--- src/rtl/mod_counter_pkg.sv ---
// Shared definitions for the modulus counter family (up and down variants).
// Holds the FSM state encoding and the default counter width.
package mod_counter_pkg;

    typedef enum logic {
        IDLE = 1'b0,
        RUN  = 1'b1
    } state_t;

    localparam int BITS_DEFAULT = 4;

endpackage

--- src/rtl/mod_down_timer_if.sv ---
// Control/status bundle for mod_down_timer. All signals are sampled or updated on
// the rising edge of the timer clock; start/stop are level inputs read every cycle.
interface mod_down_timer_if
    import mod_counter_pkg::*;
#(
    parameter int BITS = BITS_DEFAULT
);

    logic            enable;
    logic            start;
    logic            stop;
    logic [BITS-1:0] load_value;
    logic [BITS-1:0] Q;
    logic            busy;
    logic            done;
    state_t          dbg_state;

    modport master (
        output enable,
        output start,
        output stop,
        output load_value,
        input  Q,
        input  busy,
        input  done,
        input  dbg_state
    );

    modport slave (
        input  enable,
        input  start,
        input  stop,
        input  load_value,
        output Q,
        output busy,
        output done,
        output dbg_state
    );

endinterface

--- src/rtl/mod_down_timer.sv ---
// Programmable-modulus down timer: loads load_value, counts to 0 on enabled cycles, pulses done.
// Define AUTO_RELOAD_EN to reload on expiry and run as a periodic tick instead of a one-shot.
module mod_down_timer
    import mod_counter_pkg::*;
#(
    parameter int BITS = BITS_DEFAULT
) (
    input  logic            clk,
    input  logic            reset,
    mod_down_timer_if.slave bus
);

    state_t          state_q, state_d;
    logic [BITS-1:0] q_q, q_d;
    logic            done_q, done_d;
    logic            q_zero;

    assign q_zero = (q_q == '0);

    always_ff @(posedge clk) begin
        if (reset) begin
            state_q <= IDLE;
            q_q     <= '0;
            done_q  <= 1'b0;
        end else begin
            state_q <= state_d;
            q_q     <= q_d;
            done_q  <= done_d;
        end
    end

    // Priority inside RUN: start (reload) > stop (abort) > terminal/decrement.
    always_comb begin
        state_d = state_q;
        q_d     = q_q;
        done_d  = 1'b0;
        unique case (state_q)
            IDLE: begin
                q_d = '0;
                if (bus.start) begin
                    q_d     = bus.load_value;
                    state_d = RUN;
                end
            end
            RUN: begin
                if (bus.start) begin
                    q_d = bus.load_value;
                end else if (bus.stop) begin
                    q_d     = '0;
                    state_d = IDLE;
                end else if (bus.enable) begin
                    if (!q_zero) begin
                        q_d = q_q - BITS'(1);
                    end else begin
                        done_d = 1'b1;
`ifdef AUTO_RELOAD_EN
                        q_d = bus.load_value;
`else
                        q_d     = '0;
                        state_d = IDLE;
`endif
                    end
                end
            end
            default: begin
                state_d = IDLE;
                q_d     = '0;
            end
        endcase
    end

    assign bus.Q         = q_q;
    assign bus.busy      = (state_q == RUN);
    assign bus.done      = done_q;
    assign bus.dbg_state = state_q;

endmodule

--- src/flat_wrapper.sv ---
// flat-port wrapper written by rule: the top's interface ports become plain ports
module mod_down_timer_flat import mod_counter_pkg::*;
#(
    parameter int BITS = BITS_DEFAULT
)
  (clk, reset, bus_enable, bus_start, bus_stop, bus_load_value, bus_Q, bus_busy, bus_done, bus_dbg_state);
  mod_down_timer_if #(.BITS(BITS)) bus_i ();
  input  logic clk;
  input  logic reset;
  input wire logic [$bits(bus_i.enable)-1:0] bus_enable;
  input wire logic [$bits(bus_i.start)-1:0] bus_start;
  input wire logic [$bits(bus_i.stop)-1:0] bus_stop;
  input wire logic [$bits(bus_i.load_value)-1:0] bus_load_value;
  output wire logic [$bits(bus_i.Q)-1:0] bus_Q;
  output wire logic [$bits(bus_i.busy)-1:0] bus_busy;
  output wire logic [$bits(bus_i.done)-1:0] bus_done;
  output wire logic [$bits(bus_i.dbg_state)-1:0] bus_dbg_state;
  assign bus_i.enable = bus_enable;
  assign bus_i.start = bus_start;
  assign bus_i.stop = bus_stop;
  assign bus_i.load_value = bus_load_value;
  assign bus_Q = bus_i.Q;
  assign bus_busy = bus_i.busy;
  assign bus_done = bus_i.done;
  assign bus_dbg_state = bus_i.dbg_state;
  mod_down_timer #(.BITS(BITS)) u_core (.clk(clk), .reset(reset), .bus(bus_i));
endmodule
--- config.mk ---
export PLATFORM = sky130hd
export DESIGN_NAME = mod_down_timer_flat
export DESIGN_NICKNAME = d
export VERILOG_FILES = /design/src/rtl/mod_counter_pkg.sv /design/src/rtl/mod_down_timer_if.sv /design/src/rtl/mod_down_timer.sv /design/src/flat_wrapper.sv
export SDC_FILE = /design/constraint.sdc
export NUM_CORES = 1
export LEC_CHECK = 0
export CAP_MARGIN = 20
export CORE_AREA = 2 2 39 41
export CTS_CLUSTER_DIAMETER = 30
export DETAILED_ROUTE_END_ITERATION = 12
export DIE_AREA = 0 0 41 43
export PLACE_DENSITY = 0.59
export SYNTH_ARGS = -nofsm -noshare
export SYNTH_HDL_FRONTEND = slang
export SYNTH_SLANG_ARGS = --single-unit
--- constraint.sdc ---
create_clock -name clk -period 2.7 [get_ports clk]
set_clock_uncertainty 0.15 [all_clocks]
set_input_delay 0.405 -clock clk [delete_from_list [all_inputs] [get_ports clk]]
set_output_delay 0.405 -clock clk [all_outputs]
set_load 0.02 [all_outputs]
==> metrics.md, run 1 <==
| Metric | Value |
|---|---|
| Clock Sink Count | 6 |
| Die area | 1760 um2 |
| Via/cell ratio | 4.86 |
| CTS tree | yes |
| WL per Instance | 12.5 um |
| Vias after detailed routing | 355 |
| CP required | 2.14 ns |
| Filler cells | 154 |
| Clock-pin transition on the worst setup and hold timing paths | 0.04 ns |
| Core area | 1380 um2 |
| Sw Ratio | 26.5% |
| Most frequent cells in the layout | clkdlybuf4s50_1, dfxtp_1, inv_1 |
| Post-Place Setup Slack | 0.610 ns |
| Final setup viols | 0 |
| WS Path Type | reg2out |
| Die height | 43 um |
| Slew Limit Fails | 0 |
| Clk buf depth | 2 |
| Fin. Hold Viols | 0 |
| # DRC | 0 |
| Largest net degree at the start of global routing | 10 |
| Gr usage total | 12.3% |
| Area grow syn2layout | 46.5% |
| Critical Path AT | 1.33 ns |
| Placer Congestion | 0.816 |
| Final WS setup | 0.813 ns |
| Worst hold path class | reg2reg |
| Antenna violations before repair | 0 |
| RSZ-0062 raised after global routing | false |
| Startpoint type of the worst setup path | flop |
| Row count | 14 |
| Synthesis warning total | 0 |
| Post-CTS setup buffer count | 0 |
| CTS Hold Bufs | 0 |
| Fmax | 530 MHz |
| Final min period | 1.89 ns |
| Clock Latency Late Sink | 0.24 ns |
| Leak Pwr | 0.199 nW |
| Post-Syn Nets | 52 |
| Post-synthesis sequential area ratio | 32.1% |
| Worst Path Buf+Inv | 1 |
| Crit path max-delay cell type | clkdlybuf4s50_1 |
| DIE WIDTH | 41 um |
| Critical Path Sink Type | output pin |
| NetSw | 0.0000630 W |
| First-pass GRT wire length | 1.41 mm |
| Commonest non-fill, non-tap cell in the layout | clkdlybuf4s50_1 |
| Power per cell area | 434 nW/um2 |
| Yosys cell types | 24 |
| Max Cap Viol | 0 |
| P_int | 0.000175 W |
| Delay of the slowest critical-path stage | 0.65 ns |
| Reg2reg path depth | 5 |
| Part of the power in registers | 41.5% |
| Crit path max fanout | 7 |
| Fin nets | 70 |
| Root buffer cell | clkbuf_4 |
| Crit. path cell count | 1 |
| Cts repair resizes | 0 |
| Worst slew pin tran | 0.301 ns |
| Gate Count Post-Synth | 41 |
| Ant diodes | 0 |
| Fin Setup TNS | 0 ns |
| H-tree depth | 1 |
| Delay-heaviest family, CP | buffers and inverters |
| Remaining global-route overflow | 0 |
| Cts bufs inserted | 3 |
| Hpwl dp | 690 um |
| Clk pwr share | 34.3% |
| DR pass1 iterations | 2 |
| Fin crit share | 69.9% |
| Number of global-route vias before repair | 331 |
| Ports | 16 |
| Combinational Power Share | 24.2% |
| Initial Util | 27.0% |
| Status | finished, final reports clean |
| Worst path cell trace | clkdlybuf4s50_1 |
| Drt total wl | 916 um |
| Relative max-transition margin | 79.9% |
| IO Port Bufs | 15 |
| Max VDD drop | 0.000190 V |
| Synth Register Bits | 6 |
| Layout cells sized above 1 | 12.3% |
| Antenna-violating nets left | 0 |
| Synthesized area per cell | 9.12 um2 |
| Hold Path Depth | 2 |
| Hold slack | 0.413 ns |
| Post-Syn Area | 374 um2 |
| Iteration-0 DRC Markers | 3 |
## path summary, 6_finish.rpt
| path | slack (ns) | from | to |
|---|---|---|---|
| setup / recovery | 0.81 | u_core.bus.Q[2] | bus_Q[2] |
| hold / removal | 0.41 | u_core.bus.Q[0] | u_core.bus.Q[0] |
| setup reg to reg | 0.96 | u_core.bus.Q[0] | u_core.bus.Q[1] |
| hold reg to reg | 0.41 | u_core.bus.Q[0] | u_core.bus.Q[0] |
## Yosys cell counts
cell type / count / share of area (%)
nor4_1: 1 / 1.7
a31oi_1: 1 / 1.7
nand3b_1: 1 / 2.0
nor3b_2: 1 / 3.3
buf_4: 1 / 2.0
or3b_2: 1 / 2.3
buf_6: 1 / 3.0
and2b_2: 1 / 2.3
o31a_1: 1 / 2.3
inv_1: 4 / 4.0
nor3b_1: 1 / 2.0
nand2_1: 2 / 2.0
nand4b_1: 1 / 2.3
dfxtp_1: 6 / 32
nand4bb_1: 1 / 3.0
or4b_4: 1 / 3.7
ha_1: 2 / 6.7
a32oi_1: 3 / 7.0
nor2b_1: 2 / 3.3
a21oi_1: 2 / 2.7
a211oi_1: 2 / 4.0
nor2_1: 3 / 3.0
nand4_1: 1 / 1.7
o22ai_1: 1 / 1.7
## kinds of logic (layout without fill, tap and decap cells)
| group | count (synthesis) | in the layout | synth area share, % |
|---|---|---|---|
| adder cells (fa/ha/maj) | 2 | 2 | 6.69 |
| AND/OR/NAND/NOR | 17 | 17 | 32.8 |
| buffers and inverters | 6 | 22 | 9.03 |
| flip-flops | 6 | 6 | 32.1 |
| AO/OA/AOI/OAI | 10 | 10 | 19.4 |
## cell type report
type / instances / area (um2) / area share (%)
sequential: 6 / 120 / 21.9
tap: 16 / 20.0 / 3.65
inverter: 4 / 15.0 / 2.74
timing repair buffer: 15 / 150 / 27.4
clock buffer: 3 / 22.5 / 4.11
multi-input combinational: 29 / 220 / 40.2
## per-layer routing
layer  vias up  part of all wire (%)  global-route usage (%)
met1       155                    44                    13.9
met5         -                     0                       0
met2        12                    47                    18.1
met4         0                     0                    4.00
met3         0                   8.6                    7.85
li1        188                     -                       -
## worst register-to-register path: cells and delay by family, from the launching register on
| family | cells | cell delay, ns |
|---|---|---|
| AO/OA/AOI/OAI | 2 | 0.35 |
| adder cells (fa/ha/maj) | 1 | 0.17 |
| buffers and inverters | 1 | 0.11 |
| flip-flops | 1 | 0.34 |
| AND/OR/NAND/NOR | 1 | 0.49 |
## flip-flops by register name (all words and copies together) (netlist names)
signal	flops
u_core.bus.busy	1
u_core.bus.Q	4
u_core.bus.done	1
## power groups by stage
stage | clock network (W) | logic, W | registers [W]
after floorplan | 0 | 0.0000272 | 0.000104
after global placement | 0 | 0.0000578 | 0.000100
after detailed placement | 0 | 0.0000573 | 0.000100
after CTS | 0.0000871 | 0.0000575 | 0.0000989
after global routing | 0.0000927 | 0.0000622 | 0.0000994
final | 0.0000816 | 0.0000576 | 0.0000988
## per-stage QoR
| step | power, W | area [um2] | utilization, % | instances |
|---|---|---|---|---|
| floorplan | 0.000131 | 374 | - | 41 |
| global placement | 0.000158 | 526 | 38.0 | 70 |
| detailed placement | 0.000158 | 526 | 38.0 | 70 |
| CTS | 0.000244 | 548 | 39.6 | 73 |
| global route | 0.000254 | 548 | 39.6 | 73 |
| finish | 0.000238 | 548 | 39.6 | 73 |
Note: power is estimated with default switching activity, not from simulation.
==> inputs of run 2 (changes only) <==
==> constraint.sdc (replaced) <==
create_clock -name clk -period 1.85 [get_ports clk]
set_clock_uncertainty 0.15 [all_clocks]
set_input_delay 0.2775 -clock clk [delete_from_list [all_inputs] [get_ports clk]]
set_output_delay 0.2775 -clock clk [all_outputs]
set_load 0.02 [all_outputs]
==> metrics.md, run 2 (same netlist as run 1, synthesis figures left out) <==
| Metric | Value |
|---|---|
| Status | finished, final reports clean |
| Die height | 43 um (unchanged) |
| DR pass1 iterations | 3 (+1) |
| Vias after detailed routing | 384 (+8.2%) |
| Critical Path Sink Type | output pin |
| Placed cell areas | 563 um2 (+7.1%) |
| First-pass GRT wire length | 1.41 mm (unchanged) |
| Clk buf depth | 2 (unchanged) |
| Hold slack | 0.406 ns (-0.00765 ns) |
| RSZ-0062 raised after global routing | false |
| Worst Path Buf+Inv | 1 (unchanged) |
| Row count | 14 (unchanged) |
| Crit path max fanout | 7 (unchanged) |
| Worst path cell trace | clkdlybuf4s50_1 |
| Post-CTS setup buffer count | 0 (unchanged) |
| Via/cell ratio | 4.92 (+1.2%) |
| Fin area | 586 um2 (+6.8%) |
| CTS Hold Bufs | 0 (unchanged) |
| DIE WIDTH | 41 um (unchanged) |
| Delay-heaviest family, CP | buffers and inverters |
| Drt total wl | 904 um (-1.3%) |
| H-tree depth | 1 (unchanged) |
| Fin nets | 75 (+7.1%) |
| WS Path Type | reg2out |
| Antenna-violating nets left | 0 (unchanged) |
| Final min period | 1.75 ns |
| Initial Util | 27.0% (unchanged) |
| Core area | 1380 um2 (unchanged) |
| Placer Congestion | 0.798 (-2.2%) |
| Max VDD drop | 0.000335 V (+76%) |
| FF-to-FF Start | u_core.bus.Q[0] |
| Layout cells sized above 1 | 19.4% (+7.1 points) |
| Ports | 16 (unchanged) |
| Clock Sink Count | 6 (unchanged) |
| Cts repair resizes | 0 (unchanged) |
| Fin Setup TNS | 0 ns (unchanged) |
| Clock-pin transition on the worst setup and hold timing paths | 0.04 ns (about the same) |
| CP required | 1.42 ns (-0.72 ns) |
| Final setup viols | 0 (unchanged) |
| Ant diodes | 0 (unchanged) |
| Fin crit share | 94.7% |
| Footprint of the multi-input gates | 220 um2 (unchanged) |
| Worst slew pin tran | 0.269 ns (-0.0317 ns) |
| Area grow syn2layout | 56.5% |
| WL per Instance | 11.6 um (-7.6%) |
| Worst Setup EP | bus_Q[2] |
| Crit. path cell count | 1 (unchanged) |
| RR Endpoint | u_core.bus.Q[1] |
| Startpoint type of the worst setup path | flop |
| Placed instance count | 75 (+7.1%) |
| Die area | 1760 um2 (unchanged) |
| # DRC | 0 (unchanged) |
| Cts bufs inserted | 3 (unchanged) |
| Commonest non-fill, non-tap cell in the layout | clkdlybuf4s50_1 |
| Largest net degree at the start of global routing | 8 (-2) |
| Max Cap Viol | 0 (unchanged) |
| Fmax | 571 MHz |
| Slew Limit Fails | 0 (unchanged) |
| Filler cells | 154 (unchanged) |
| Crit path from | u_core.bus.Q[2] |
| Iteration-0 DRC Markers | 4 (+1) |
| Leak Pwr | 0.224 nW (+13%) |
| Number of global-route vias before repair | 347 (+4.8%) |
| Fin. Hold Viols | 0 (unchanged) |
| Crit path max-delay cell type | clkdlybuf4s50_1 |
| IO Port Bufs | 15 (unchanged) |
| Flop2flop setup slack | 0.13 ns (-0.83 ns) |
| Final WS setup | 0.0988 ns (-0.714 ns) |
| Remaining global-route overflow | 0 (unchanged) |
| Reg2reg path depth | 5 (unchanged) |
| Largest register FFs | 4 (unchanged) |
| Critical Path AT | 1.32 ns (about the same) |
| Post-Place Setup Slack | -0.0137 ns (-0.623 ns) |
| Relative max-transition margin | 81.9% (+2.0 points) |
| Root buffer cell | clkbuf_4 |
| Most frequent cells in the layout | clkdlybuf4s50_1, dfxtp_1, buf_4, inv_1 |
| Antenna violations before repair | 0 (unchanged) |
| Gr usage total | 12.9% (+0.60 points) |
| Power per cell area | 615 nW/um2 (+42%) |
| Hpwl dp | 705 um (+2.1%) |
| Clock Latency Late Sink | 0.25 ns (about the same) |
| Delay of the slowest critical-path stage | 0.64 ns (about the same) |
| Worst hold path class | reg2reg |
| CTS tree | yes |
| Fin cells | 78 (+6.8%) |
| Register area | 120 um2 (unchanged) |
-- run 2: cell count changes in the layout (fill, tap and decap cells not counted) --
cell and delta:
buf_4 +5
-- run 2: per-stage QoR --
stage / total power, W / util [%]
6_report: 0.000360 / 42.3
5_1_grt: 0.000387 / 42.3
4_1_cts: 0.000366 / 42.3
3_5_place_dp: 0.000238 / 40.7
3_3_place_gp: 0.000238 / 40.7
2_1_floorplan: 0.000192 / -
-- run 2: cell type report --
type                            instances  share of cell area, %
Multi-Input combinational cell         29                   37.6
Timing Repair Buffer                   20                   32.1
Sequential cell                         6                   20.5
Clock buffer                            3                   3.85
Tap cell                               16                   3.42
Inverter                                4                   2.56
-- run 2: worst min-delay path by stage --
stage / start / endpoint / slack, ns / cells past startpoint
floorplan: reset / u_core.bus.Q[2] / 0.20 / 1
global placement: u_core.bus.Q[0] / u_core.bus.Q[0] / 0.39 / 2
detailed placement: u_core.bus.Q[0] / u_core.bus.Q[0] / 0.40 / 2
CTS: u_core.bus.Q[0] / u_core.bus.Q[0] / 0.40 / 2
global route: u_core.bus.Q[0] / u_core.bus.Q[0] / 0.43 / 2
finish: u_core.bus.Q[0] / u_core.bus.Q[0] / 0.41 / 2
-- run 2: worst min-delay path, stage by stage, from the launching register on --
cell      delay (ns)
dfxtp_1         0.34
nor2_1          0.11
a211oi_1        0.05
-- run 2: per-layer routing --
layer | part of all wire [%] | routed length, um | vias up | GRT usage (%)
met5 | 0 | 0 | - | 0
met4 | 2.8 | 25 | 0 | 8.00
met3 | 9.1 | 82 | 5 | 9.42
met2 | 44 | 397 | 13 | 18.1
met1 | 44 | 397 | 170 | 12.9
li1 | - | - | 196 | -
-- run 2: where the power goes --
group | internal [W] | switching [W] | leakage (nW)
clock network | 0.0000736 | 0.0000514 | 0.0138
logic | 0.0000524 | 0.0000401 | 0.161
registers | 0.000136 | 0.00000659 | 0.0493
